[config.mk]
export PLATFORM = sky130hd
export DESIGN_NAME = issue_scoreboard
export DESIGN_NICKNAME = d
export VERILOG_FILES = /design/src/rtl/issue_scoreboard_pkg.sv /design/src/rtl/issue_scoreboard_counter.sv /design/src/rtl/issue_scoreboard.sv
export SDC_FILE = /design/constraint.sdc
export NUM_CORES = 1
export LEC_CHECK = 0
export ABC_AREA = 1
export BUFFER_PORTS_ARGS = -buffer_cell sky130_fd_sc_hd__buf_2
export CAP_MARGIN = 40
export CORE_MARGIN = 2
export CORE_UTILIZATION = 55
export DETAILED_ROUTE_END_ITERATION = 6
export GPL_TIMING_DRIVEN = 0
export PLACE_DENSITY = 0.74
export SYNTH_ARGS = -nofsm -noshare
export SYNTH_HDL_FRONTEND = slang
export SYNTH_SLANG_ARGS = --single-unit
[constraint.sdc]
create_clock -name clk -period 13.7 [get_ports clk]
set_clock_uncertainty 0.05 [all_clocks]
set_input_delay 1.37 -clock clk [delete_from_list [all_inputs] [get_ports clk]]
set_output_delay 1.37 -clock clk [all_outputs]
set_load 0.03 [all_outputs]
[src/rtl/issue_scoreboard_pkg.sv]
// Shared constants, lane/writeback request structs and the source-hazard helper
// for the dual-issue register scoreboard.
package issue_scoreboard_pkg;

    localparam int SB_NREG  = 32;
    localparam int SB_RD    = 5;
    localparam int SB_CNT_W = 3;

    typedef struct packed {
        logic             valid;
        logic             rf_we;
        logic [SB_RD-1:0] rd;
        logic [SB_RD-1:0] rs1;
        logic [SB_RD-1:0] rs2;
        logic             rs1_used;
        logic             rs2_used;
    } lane_req_t;

    typedef struct packed {
        logic             en;
        logic [SB_RD-1:0] rd;
    } wb_rel_t;

    // x0 never reports busy, so the rs!=0 term only documents intent.
    function automatic logic src_hazard(input lane_req_t l, input logic [SB_NREG-1:0] busy);
        return (l.rs1_used && (l.rs1 != '0) && busy[l.rs1]) ||
               (l.rs2_used && (l.rs2 != '0) && busy[l.rs2]);
    endfunction

endpackage

[src/rtl/issue_scoreboard_counter.sv]
// One in-flight write counter: adds up to two claims and removes up to two
// releases per cycle, clamping at zero (flagging underflow) and at full scale.
module scoreboard_counter
    import issue_scoreboard_pkg::*;
#(
    parameter int CNT_W = SB_CNT_W
) (
    input  logic             clk,
    input  logic             rst,
    input  logic [1:0]       i_inc,
    input  logic [1:0]       i_dec,
    output logic [CNT_W-1:0] o_cnt,
    output logic             o_unf
);

    logic [CNT_W-1:0] r_cnt;
    logic [CNT_W-1:0] w_next;
    logic [CNT_W+1:0] w_sum;
    logic [CNT_W+1:0] w_dec_ext;
    logic [CNT_W+1:0] w_diff;

    always_comb begin
        w_sum     = {2'b00, r_cnt} + {{CNT_W{1'b0}}, i_inc};
        w_dec_ext = {{CNT_W{1'b0}}, i_dec};
        w_diff    = w_sum - w_dec_ext;
        o_unf     = 1'b0;
        w_next    = r_cnt;
        if (w_dec_ext > w_sum) begin
            o_unf  = 1'b1;
            w_next = '0;
        end else if (w_diff > {2'b00, {CNT_W{1'b1}}}) begin
            // Issue side never lets this happen; clamp rather than wrap.
            w_next = '1;
        end else begin
            w_next = CNT_W'(w_diff);
        end
    end

    always_ff @(posedge clk or negedge rst) begin
        if (!rst) begin
            r_cnt <= '0;
        end else begin
            r_cnt <= w_next;
        end
    end

    assign o_cnt = r_cnt;

endmodule

[src/rtl/issue_scoreboard.sv]
// Dual-issue register scoreboard: per-lane issue accept and Decode stall from
// registered in-flight write counts, claimed at Issue and released at WB.
module issue_scoreboard
    import issue_scoreboard_pkg::*;
#(
    parameter int NREG  = SB_NREG,
    parameter int RD    = SB_RD,
    parameter int CNT_W = SB_CNT_W
) (
    input  logic                clk,
    input  logic                rst,
    input  logic [1:0]          iss_valid,
    input  logic [1:0]          iss_rf_we,
    input  logic [1:0][RD-1:0]  iss_rd,
    input  logic [1:0][RD-1:0]  iss_rs1,
    input  logic [1:0][RD-1:0]  iss_rs2,
    input  logic [1:0]          iss_rs1_used,
    input  logic [1:0]          iss_rs2_used,
    input  logic                wb_mem_en,
    input  logic [RD-1:0]       wb_mem_rd,
    input  logic                wb_br_en,
    input  logic [RD-1:0]       wb_br_rd,
    output logic [1:0]          iss_accept,
    output logic                stall_de,
    output logic [NREG-1:0]     busy_vec,
    output logic                ovf_err,
    output logic                unf_err
);

    localparam logic [CNT_W:0] CNT_MAX = {1'b0, {CNT_W{1'b1}}};

    lane_req_t [1:0]  w_lane;
    wb_rel_t   [1:0]  w_wb;
    logic [CNT_W-1:0] w_cnt [NREG];
    logic [NREG-1:0]  w_busy;
    logic [NREG-1:0]  w_unf;
    logic [1:0]       w_inc [1:NREG-1];
    logic [1:0]       w_dec [1:NREG-1];
    logic [1:0]       w_haz;
    logic [1:0]       w_claim;
    logic [CNT_W:0]   w_cnt1_eff;
    logic             w_sat0;
    logic             w_sat1;
    logic             w_raw;
    logic             w_acc0;
    logic             w_acc1;
    logic             w_claim0_ok;
    logic             r_ovf;
    logic             r_unf;

    always_comb begin
        for (int l = 0; l < 2; l++) begin
            w_lane[l].valid    = iss_valid[l];
            w_lane[l].rf_we    = iss_rf_we[l];
            w_lane[l].rd       = iss_rd[l];
            w_lane[l].rs1      = iss_rs1[l];
            w_lane[l].rs2      = iss_rs2[l];
            w_lane[l].rs1_used = iss_rs1_used[l];
            w_lane[l].rs2_used = iss_rs2_used[l];
        end
        w_wb[0] = '{en: wb_mem_en, rd: wb_mem_rd};
        w_wb[1] = '{en: wb_br_en,  rd: wb_br_rd};
    end

    always_comb begin
        for (int i = 0; i < NREG; i++) begin
            w_busy[i] = (w_cnt[i] != '0);
        end
    end

    // Hazards look only at registered counts: a same-cycle release does not
    // unblock a reader, costing one extra stall cycle but no bypass path.
    always_comb begin
        w_haz[0] = src_hazard(w_lane[0], w_busy);
        w_haz[1] = src_hazard(w_lane[1], w_busy);

        w_sat0 = w_lane[0].rf_we && (w_lane[0].rd != '0) &&
                 ({1'b0, w_cnt[w_lane[0].rd]} == CNT_MAX);
        w_acc0 = w_lane[0].valid && !w_haz[0] && !w_sat0;
        w_claim0_ok = w_acc0 && w_lane[0].rf_we && (w_lane[0].rd != '0);

        w_cnt1_eff = {1'b0, w_cnt[w_lane[1].rd]} +
                     {{CNT_W{1'b0}}, w_claim0_ok && (w_lane[0].rd == w_lane[1].rd)};
        w_sat1 = w_lane[1].rf_we && (w_lane[1].rd != '0) && (w_cnt1_eff >= CNT_MAX);

        w_raw = w_lane[0].valid && w_lane[0].rf_we && (w_lane[0].rd != '0) &&
                ((w_lane[1].rs1_used && (w_lane[1].rs1 == w_lane[0].rd)) ||
                 (w_lane[1].rs2_used && (w_lane[1].rs2 == w_lane[0].rd)));

        w_acc1 = w_lane[1].valid && (w_acc0 || !w_lane[0].valid) &&
                 !w_haz[1] && !w_raw && !w_sat1;
    end

    assign iss_accept = rst ? {w_acc1, w_acc0} : 2'b00;
    assign stall_de   = rst && (|(iss_valid & ~{w_acc1, w_acc0}));

    always_comb begin
        for (int l = 0; l < 2; l++) begin
            w_claim[l] = iss_accept[l] && w_lane[l].rf_we && (w_lane[l].rd != '0);
        end
    end

    always_comb begin
        for (int i = 1; i < NREG; i++) begin
            w_inc[i] = {1'b0, w_claim[0] && (w_lane[0].rd == RD'(i))} +
                       {1'b0, w_claim[1] && (w_lane[1].rd == RD'(i))};
            w_dec[i] = {1'b0, w_wb[0].en && (w_wb[0].rd == RD'(i))} +
                       {1'b0, w_wb[1].en && (w_wb[1].rd == RD'(i))};
        end
    end

    assign w_cnt[0] = '0;
    assign w_unf[0] = 1'b0;

    genvar g;
    generate
        for (g = 1; g < NREG; g++) begin : g_cnt
            scoreboard_counter #(
                .CNT_W (CNT_W)
            ) u_cnt (
                .clk   (clk),
                .rst   (rst),
                .i_inc (w_inc[g]),
                .i_dec (w_dec[g]),
                .o_cnt (w_cnt[g]),
                .o_unf (w_unf[g])
            );
        end
    endgenerate

    always_ff @(posedge clk or negedge rst) begin
        if (!rst) begin
            r_ovf <= 1'b0;
            r_unf <= 1'b0;
        end else begin
            if ((w_lane[0].valid && w_sat0) || (w_lane[1].valid && w_sat1)) begin
                r_ovf <= 1'b1;
            end
            if (|w_unf) begin
                r_unf <= 1'b1;
            end
        end
    end

    assign busy_vec = w_busy;
    assign ovf_err  = r_ovf;
    assign unf_err  = r_unf;

endmodule

## Word-level counts from Yosys, hierarchy flattened

Cells that the tools add are included.

- Add/subtract/negate cells: 125
- Multipliers: 0
- Div/mod/pow operators: 0
- Magnitude comparators: 69
- Equality and inequality tests: 128
- Shift-type cells: 0
- Mux-type cells: 108
- Bitwise gates (word level): 4
- Reductions and logical operators: 207

Operators by type and width:

| cell | number |
|---|---|
| $eq 5x5->1 const B | 64 |
| $mux 3 | 66 |
| $eq 5x4->1 const B | 32 |
| $logic_and 1x1->1 | 157 |
| $gt 2x5->1 | 31 |
| $gt 5x3->1 const B | 31 |
| $sub 5x2->5 | 31 |
| $add 1x1->2 | 62 |
| $add 3x2->4 | 31 |
| $reduce_bool 3->1 | 31 |
| $eq 5x3->1 const B | 16 |
| $eq 5x2->1 const B | 8 |
| $mux 1 | 35 |
| $reduce_or 31->1 | 1 |
| $bmux 3 s5 | 2 |
| $reduce_bool 5->1 | 6 |
| $lt 5x6->1 const B | 4 |
| $bmux 1 s5 | 4 |
| $eq 5x1->1 const B | 4 |
| $eq 5x5->1 | 3 |
| $ge 6x6->1 const B | 2 |
| $not 5->6 | 2 |
| $logic_not 1->1 | 6 |
| $logic_or 1x1->1 | 5 |
| other kinds (7) | 7 |

- Bits in registers: 95
- Latch bits: 0
- Memory bits (writable): 0
- Bits in read-only memories: 0
- Bits of input ports: 52
- Output and inout port bits: 37
- Logic and storage cells: 674
- Memories: 0

## Longest topological paths before layout

Gate-level depths: netlist of run 1.

- Word-level depth: 26
- Gate-level depth with buffers: 36
- Depth with buffers taken out: 34

## Cells and area by module

Synthesis of run 1 repeated with hierarchy kept, for this count alone.

- Cell total of the unflattened synthesis: 2831
- Area total of the unflattened synthesis: 17568.1 sq um

By module, submodules not included:

| module | instances | cells each | area an instance (sq um) | seq. area each (sq um) |
|---|---|---|---|---|
| scoreboard_counter | 31 | 50 | 375.4 | 75.1 |
| issue_scoreboard | 1 | 1281 | 5931.9 | 50.0 |

## Worst setup path before layout of run 1

No wires, ideal clock.

- Path kind: input -> register
- From: input iss_rd[2] (netlist bit)
- To: register r_unf, in the netlist unf_err
- Setup time: 0.127 ns
- Arrival time: 5.625 ns
- Data required time: 13.523 ns
- Setup slack: 7.897 ns
- Stages: 32
- Buffers on the path: 2
- Cells stage by stage: buf_2 inv_1 nor2_1 inv_1 nor2_1 nor2_1 nand2_1 nand3_1 nand2_1 inv_2 nor2_2 nor2_1 nand2_1 nor2_1 ha_1 ha_1 nand2_1 inv_1 nand3_1 a21oi_1 nor2_1 nand4_1 buf_4 nor2_1 fa_1 ha_1 ha_1 a211o_1 nor2_1 nor4_1 nand4_1 or2_2

- Cells in the longest elaborated chain, start to end: 25
- Elaborated cells on any way between the ends: 254
- Those cells by class: add/sub: 63; order compare: 32; eq/ne: 35; mux: 35; bitwise: 1; reduce/logical: 88

Ends and longest elaborated chain:

| what | RTL line | text |
|---|---|---|
| start, declared | issue_scoreboard.sv:14 | `input logic [1:0][RD-1:0] iss_rd,` |
| $not 5->6 (not written as such) | issue_scoreboard.sv:78 | `({1'b0, w_cnt[w_lane[0].rd]} == CNT_MAX);` |
| $bmux 3 s5 | issue_scoreboard.sv:78 |  |
| $mux 3 (not written as such) (2 in a row) | issue_scoreboard.sv:78 |  |
| $eq 3x3->1 | issue_scoreboard.sv:78 |  |
| $logic_and 1x1->1 | issue_scoreboard.sv:77 | `w_sat0 = w_lane[0].rf_we && (w_lane[0].rd != '0) &&` |
| $logic_not 1->1 | issue_scoreboard.sv:79 | `w_acc0 = w_lane[0].valid && !w_haz[0] && !w_sat0;` |
| $logic_and 1x1->1 | issue_scoreboard.sv:79 |  |
| $logic_and 1x1->1 (2 in a row) | issue_scoreboard.sv:80 | `w_claim0_ok = w_acc0 && w_lane[0].rf_we && (w_lane[0].rd != '0);` |
| (+6 left out) | n/a |  |
| $mux 2 | issue_scoreboard.sv:94 | `assign iss_accept = rst ? {w_acc1, w_acc0} : 2'b00;` |
| $logic_and 1x1->1 (2 in a row) | issue_scoreboard.sv:99 | `w_claim[l] = iss_accept[l] && w_lane[l].rf_we && (w_lane[l].rd != '0);` |
| $logic_and 1x1->1 | issue_scoreboard.sv:106 | `{1'b0, w_claim[1] && (w_lane[1].rd == RD'(i))};` |
| $add 1x1->2 | issue_scoreboard.sv:105 | `w_inc[i] = {1'b0, w_claim[0] && (w_lane[0].rd == RD'(i))} +` |
| $add 3x2->4 | issue_scoreboard_counter.sv:23 | `w_sum = {2'b00, r_cnt} + {{CNT_W{1'b0}}, i_inc};` |
| $gt 2x5->1 | issue_scoreboard_counter.sv:28 | `if (w_dec_ext > w_sum) begin` |
| $mux 1 | issue_scoreboard_counter.sv:28 |  |
| $reduce_or 31->1 (*) | issue_scoreboard.sv:139 | `if (\|w_unf) begin` |
| end signal, assigned | issue_scoreboard.sv:134 | `r_unf <= 1'b0;` |
| end signal, assigned | issue_scoreboard.sv:140 | `r_unf <= 1'b1;` |
| end, declared | issue_scoreboard.sv:49 | `logic r_unf;` |

Every way passes the cells marked *; elsewhere a longest branch is shown, timed or not. The select of a mux whose other input is x is not followed.
A chain may end at the register's enable or synchronous reset.

## Final worst setup path of run 1

- From: input iss_rd[0] (netlist bit)
- To: register r_unf, in the netlist unf_err

Same word-level chain as after synthesis.

==> flow_metrics.tcl, run 1 <==
set metrics [dict create \
    gp_congestion 1.09 \
    firstDrtPassIters 6 \
    yosysSeqAreaShare 0.188 \
    path_class "input pin to register" \
    synth_edf_count 0 \
    initial_utilization 0.560 \
    finalCriticalPeriod_ps 7460 \
    power_density_mw_per_mm2 150 \
    dr_wl_met2_um 21700 \
    cap_violations 0 \
    cts_tree "built" \
    grt_max_degree 62 \
    synth_top_family_by_area "simple AND/OR/NAND/NOR gates" \
    ys.flop_type "dfrtp_1" \
    clock_latency_ps 370 \
    totalWireLength_um 50100 \
    fin_nets 2279 \
    max_freq_mhz 134 \
    final_common_cell "nand2_1" \
    rows 55 \
    ys_types 36 \
    critPathSlowestCell "nor2_1" \
    tightest_slew_ps 841 \
    irDropWorstVdd_uv 90.7 \
    clk_transition_reported_paths_ps 80 \
    synthXorXnorAreaFrac 0.0457 \
    drt-met1-wl_um 19700 \
    cp.arrival_ps 7670 \
    syn_area_mm2 0.0126 \
    cp-start-kind "input pin" \
    ys_ff_latch 95 \
    yosys.area_share.simple 0.324 \
    grt_use_total 0.420 \
    drtIter0Drc 1723 \
    setup_violations 0 \
    grt.overflow.total 0 \
    crit_buf_inv 5 \
    setup_tns_ps 0 \
    synth-compound-area-share 0.114 \
    synthMuxAreaShare 0 \
    leakage_nw 7.09 \
    ant_nets 0 \
    final_cell_mix "499 x nand2_1, 338 x nor2_1, 255 x inv_1" \
    antenna_found_initial 0 \
    hp-class "register to register" \
    cts-root-buf "clkbuf_16" \
    grt_pass1_wl_um 75600 \
    avgSynthCellArea_um2 6.48 \
    cts_inserted_buffers 9 \
    cts-resized-gates 0 \
    drc 0 \
    io_pins 89 \
    min_period_over_period 0.545 \
    cts-hold-fix-buffers 0 \
    rsz0062_at_grt "false" \
    synthAdderAreaFrac 0.223 \
    final_util 0.608 \
    grt_pass1_vias 13100 \
    status "completed" \
    clk_path_buf_depth 2 \
    viasPerCell 5.88 \
    vias 13700 \
    yosys_warnings 0 \
    drive_gt1_frac 0.0714 \
    crit_path_max_fanout 10 \
    wl_met3_um 5600 \
    die_h_um 156 \
    io_buffers 75 \
    clock_sinks 95 \
    maxSlewViolCount 0 \
    critPathCaptureType "register" \
    area_growth_pct 8.50 \
    required_ps 13910 \
    cpMostUsedCell "nor2_1" \
    async_flop_share 1.00 \
    post_cts_buffers 0 \
    die-area_mm2 0.0242 \
    fp.dieW_um 156 \
    core_mm2 0.0226 \
    max_slew_margin 0.439 \
    top_layer_used "met5" \
    wl_per_cell_um 21.5 \
    synthesis.nets 2190 \
    crit_family "simple AND/OR/NAND/NOR gates" \
    htreeDepth 3 \
    slowest_delay_ps 580 \
    post-dp-hpwl_um 41700 \
    final_hold_viol_count 0 \
    antenna-diode-count 0 \
    syn_inst 1950 \
]
Yosys cell counts, types with 4 or more instances:
library cell | count | area [µm²]
fa_1 | 62 | 1240
o21ai_0 | 79 | 395
a211o_1 | 31 | 272
inv_1 | 255 | 957
nor2_1 | 338 | 1270
nand3_1 | 150 | 751
nor4_1 | 8 | 50.1
clkbuf_1 | 19 | 71.3
buf_6 | 4 | 45.0
o21ai_1 | 13 | 65.1
o22ai_1 | 18 | 113
buf_4 | 15 | 113
nor2_2 | 5 | 31.3
dfrtp_1 | 95 | 2380
a21oi_1 | 109 | 546
ha_1 | 126 | 1580
nand4_1 | 6 | 37.5
xor2_1 | 63 | 552
inv_2 | 6 | 22.5
clkinv_1 | 6 | 22.5
buf_2 | 16 | 80.1
nand2_1 | 499 | 1870
nor3_1 | 5 | 25.0
routing by layer:
metal | global-route usage | vias up
li1 | - | 6376
met1 | 0.538 | 6322
met2 | 0.665 | 823
met3 | 0.102 | 177
met4 | 0.204 | 2
met5 | 0.0311 | -
worst min-delay path, cell delays in order (launching register included):
cell	delay, ps
dfrtp_1	350
a21oi_1	40
nand2_1	50
metrics by stage:
step                      cells  power (mW)  hold WS, ps  cell area, µm²  worst slack, ps
after floorplan            1950        1.32          587           12600             7900
after global placement     2310        1.71          405           13400             6030
after detailed placement   2313        1.75          407           13400             6140
after CTS                  2329        2.01          427           13700             6490
after global routing       2329        2.20          456           13700             5990
final                      2329        2.06          421           13700             6240
flip-flops by register name, summed over array words and instances (netlist names):
register and flops:
unf_err 1, g_cnt.u_cnt.o_cnt 93, ovf_err 1
final timing paths:
check / start / endpoint / slack (ps) / cells after the start
min: ovf_err / ovf_err / 420 / 2
min in group asynchronous: rst / g_cnt[23].u_cnt.o_cnt[1] / 920 / 1
min reg2reg: ovf_err / ovf_err / 420 / 2
max: iss_rd[0] / unf_err / 6240 / 34
max reg2reg: g_cnt[8].u_cnt.o_cnt[0] / unf_err / 7370 / 33
max in group asynchronous: rst / g_cnt[1].u_cnt.o_cnt[0] / 11950 / 2
kinds of logic (layout without fill, tap and decap cells):
| logic type | Yosys count | in the layout |
|---|---|---|
| adders and majority gates | 188 | 188 |
| other | 1 | 1 |
| and+or+nand+nor | 1019 | 1019 |
| DFF | 95 | 95 |
| xor gates and xnor gates | 66 | 66 |
| AOI/OAI and AO/OA | 257 | 257 |
| buffers and inverters | 324 | 418 |
power by group:
| group | leakage [nW] | internal, mW | total (mW) | switching (mW) |
|---|---|---|---|---|
| Combinational | 5.70 | 0.385 | 1.25 | 0.860 |
| Sequential | 1.25 | 0.379 | 0.541 | 0.162 |
| Clock | 0.144 | 0.130 | 0.269 | 0.139 |
area by class of cell:
cell class / count / area [µm²]
multi-input cells: 1531 / 8940
well taps: 285 / 357
repair buffers: 78 / 420
clock buffers: 9 / 225
fillers: 2232 / 8860
plain buffers: 57 / 320
inverters: 267 / 1000
clock inverters: 7 / 72.6
flip-flops and latches: 95 / 2380
Power figures use the tool's default switching activity.
==> run 2: changes to the inputs <==
--- a/config.mk
+++ b/config.mk
@@ -5,14 +5,14 @@
 export SDC_FILE = /design/constraint.sdc
 export NUM_CORES = 1
 export LEC_CHECK = 0
-export ABC_AREA = 1
+export ABC_AREA = 0
 export BUFFER_PORTS_ARGS = -buffer_cell sky130_fd_sc_hd__buf_2
 export CAP_MARGIN = 40
 export CORE_MARGIN = 2
 export CORE_UTILIZATION = 55
 export DETAILED_ROUTE_END_ITERATION = 6
 export GPL_TIMING_DRIVEN = 0
-export PLACE_DENSITY = 0.74
+export PLACE_DENSITY = 0.77
 export SYNTH_ARGS = -nofsm -noshare
 export SYNTH_HDL_FRONTEND = slang
 export SYNTH_SLANG_ARGS = --single-unit
==> constraint.sdc (replaced) <==
create_clock -name clk -period 6.4 [get_ports clk]
set_clock_uncertainty 0.05 [all_clocks]
set_input_delay 0.64 -clock clk [delete_from_list [all_inputs] [get_ports clk]]
set_output_delay 0.64 -clock clk [all_outputs]
set_load 0.03 [all_outputs]
==> flow_metrics.tcl, run 2 <==
set metrics [dict create \
    cts-root-buf "clkbuf_16" \
    fill_cells 1890 \
    min_period_over_period 1.01 \
    yosysSeqAreaShare 0.185 \
    clk_path_buf_depth 2 \
    grt.overflow.total 0 \
    clock_sinks 95 \
    io_pins 89 \
    final_hold_viol_count 0 \
    total_power_mw 5.18 \
    yosys_warnings 0 \
    slowest_delay_ps 460 \
    fin_nets 1925 \
    r2r_slack_ps -40 \
    die_h_um 157 \
    synthesis.nets 1817 \
    hp-class "input pin to async pin" \
    netlist_top_cells_count "166 x inv_1, 127 x nor2_1, 126 x ha_1" \
    synth_top_family_by_area "adder cells" \
    critPathSlowestCell "or3_1" \
    syn_area_mm2 0.0129 \
    finalCriticalPeriod_ps 6470 \
    cts_tree "built" \
    die-area_mm2 0.0246 \
    grt_pass1_wl_um 73400 \
    tightest_slew_ps 920 \
    largest_reg_flops 93 \
    io_buffers 80 \
    cp.arrival_ps 6720 \
    drtIter0Drc 1489 \
    async_flop_share 1.00 \
    rsz0062_at_grt "true" \
    maxSlewViolCount 0 \
    yosys.area_share.simple 0.219 \
    leakage_nw 6.31 \
    rr_startpoint "g_cnt[11].u_cnt.o_cnt[1]" \
    power_density_mw_per_mm2 343 \
    irDropWorstVdd_uv 233 \
    final_cell_mix "166 x inv_1, 126 x nor2_1, 116 x ha_1" \
    synthAdderAreaFrac 0.219 \
    fin_hold_ws_ps 243 \
    max_freq_mhz 155 \
    drive_gt1_frac 0.201 \
    grt_pass1_vias 13200 \
    synthTopCellsByArea "dfrtp_1 18%, ha_1 12%, fa_1 9.7%" \
    htreeDepth 3 \
    max_slew_margin 0.381 \
    ant_nets 0 \
    grt_max_degree 57 \
    clk_transition_reported_paths_ps 80 \
    core_mm2 0.0228 \
    synth-compound-area-share 0.173 \
    rows 55 \
    required_ps 6650 \
    setup_violations 1 \
    grt_use_total 0.391 \
    cp-start-kind "input pin" \
    ys_ff_latch 95 \
    totalWireLength_um 48000 \
    worstRegToRegCells 25 \
    place_ws_ps -1780 \
    worst_r2r_endpoint "unf_err" \
    firstDrtPassIters 7 \
    avgSynthCellArea_um2 8.15 \
    gp_congestion 1.05 \
    synthXorXnorAreaFrac 0.0524 \
    viasPerCell 6.70 \
    crit_path_max_fanout 10 \
    wl_per_cell_um 23.9 \
    setup_tns_ps -69.8 \
    cpMostUsedCell "nand4_1" \
    post-synth-top-count-cell "inv_1" \
    initial_utilization 0.565 \
    violations "design-rule violations, negative setup slack" \
    cts-hold-fix-buffers 0 \
    critPathCaptureType "register" \
    multi_input_area_mm2 0.0103 \
    ys_types 73 \
    cts_inserted_buffers 9 \
    status "finished with violations" \
    cap_violations 0 \
    drc 13 \
    ys.flop_type "dfrtp_1" \
    final_common_cell "inv_1" \
    syn_inst 1577 \
    clock_latency_ps 370 \
    vias 13400 \
    post-dp-hpwl_um 36900 \
    yosysTopAreaCell "dfrtp_1" \
    regArea_mm2 0.00239 \
    layout_setup_ws_ps -69.8 \
    antenna_found_initial 0 \
    path_class "input pin to register" \
    area_growth_pct 17.5 \
    synth_top_cell_area_share 0.185 \
    synthMuxAreaShare 0.0733 \
    synth_edf_count 0 \
    fp.dieW_um 157 \
    antenna-diode-count 0 \
]
## run 2: cell count changes after synthesis, moves of 55 or more
cell / delta
nand2_1: -412
nor2_1: -211
nand3_1: -96
inv_1: -89
a211oi_1: +57
nor3_1: +55
## run 2: final cells by class
class,count,area share
plain buffers,71,0.0273
clock buffers,10,0.0158
clock inverters,6,0.00282
inverters,167,0.0418
multi-input cells,1230,0.683
flip-flops and latches,95,0.159
well taps,313,0.0259
repair buffers,111,0.0450
## run 2: routing by layer
metal	up-vias	wire [µm]	share of wire	GRT usage
met3	222	6080	0.13	0.114
met1	6377	18300	0.38	0.499
met2	920	20600	0.43	0.600
li1	5905	-	-	-
met5	-	0	0	0
met4	0	2990	0.062	0.210
## run 2: stage by stage
stage                     cells  area [µm²]   util
after floorplan            1577       12900      -
after global placement     1970       13700  0.600
after detailed placement   1976       13700  0.602
after CTS                  2007       15000  0.657
after global routing       2003       15100  0.663
final                      2003       15100  0.663
## run 2: cells by family after synthesis
family | Yosys count
mux | 66
other cells | 1
xor+xnor | 77
flops | 95
buf+inv | 252
fa+ha+maj | 188
simple gates | 544
compound gates | 354
## run 2: critical path, delay by kind of cell
family,cells,cell delay (ps)
adder cells (fa/ha/maj),5,1430
AND/OR/NAND/NOR,12,2300
AO/OA/AOI/OAI,4,990
buffers and inverters,6,1340
## run 2: power by group
part           total, mW  internal, mW  switching, mW
registers           1.33         0.826          0.504
logic               3.28          1.27           2.01
clock network      0.567         0.277          0.289
total               5.18          2.37           2.81
## run 2: worst max path at each step
stage	from	end	slack [ps]	depth (start not counted)
after floorplan	iss_rd[6]	unf_err	90	24
after detailed placement	iss_rd[6]	unf_err	-1780	25
after CTS	g_cnt[16].u_cnt.o_cnt[2]	unf_err	10	27
final	iss_rd[0]	unf_err	-70	27
after global placement	g_cnt[30].u_cnt.o_cnt[2]	unf_err	-2130	25
after global routing	g_cnt[3].u_cnt.o_cnt[2]	unf_err	-200	28
## run 2: what timing repair did
item                       CTS  global route
gates cloned                 1             0
setup endpoints to repair   94            71
buffers inserted            22             2
pin swaps                   35            12
gates resized for setup    160            33
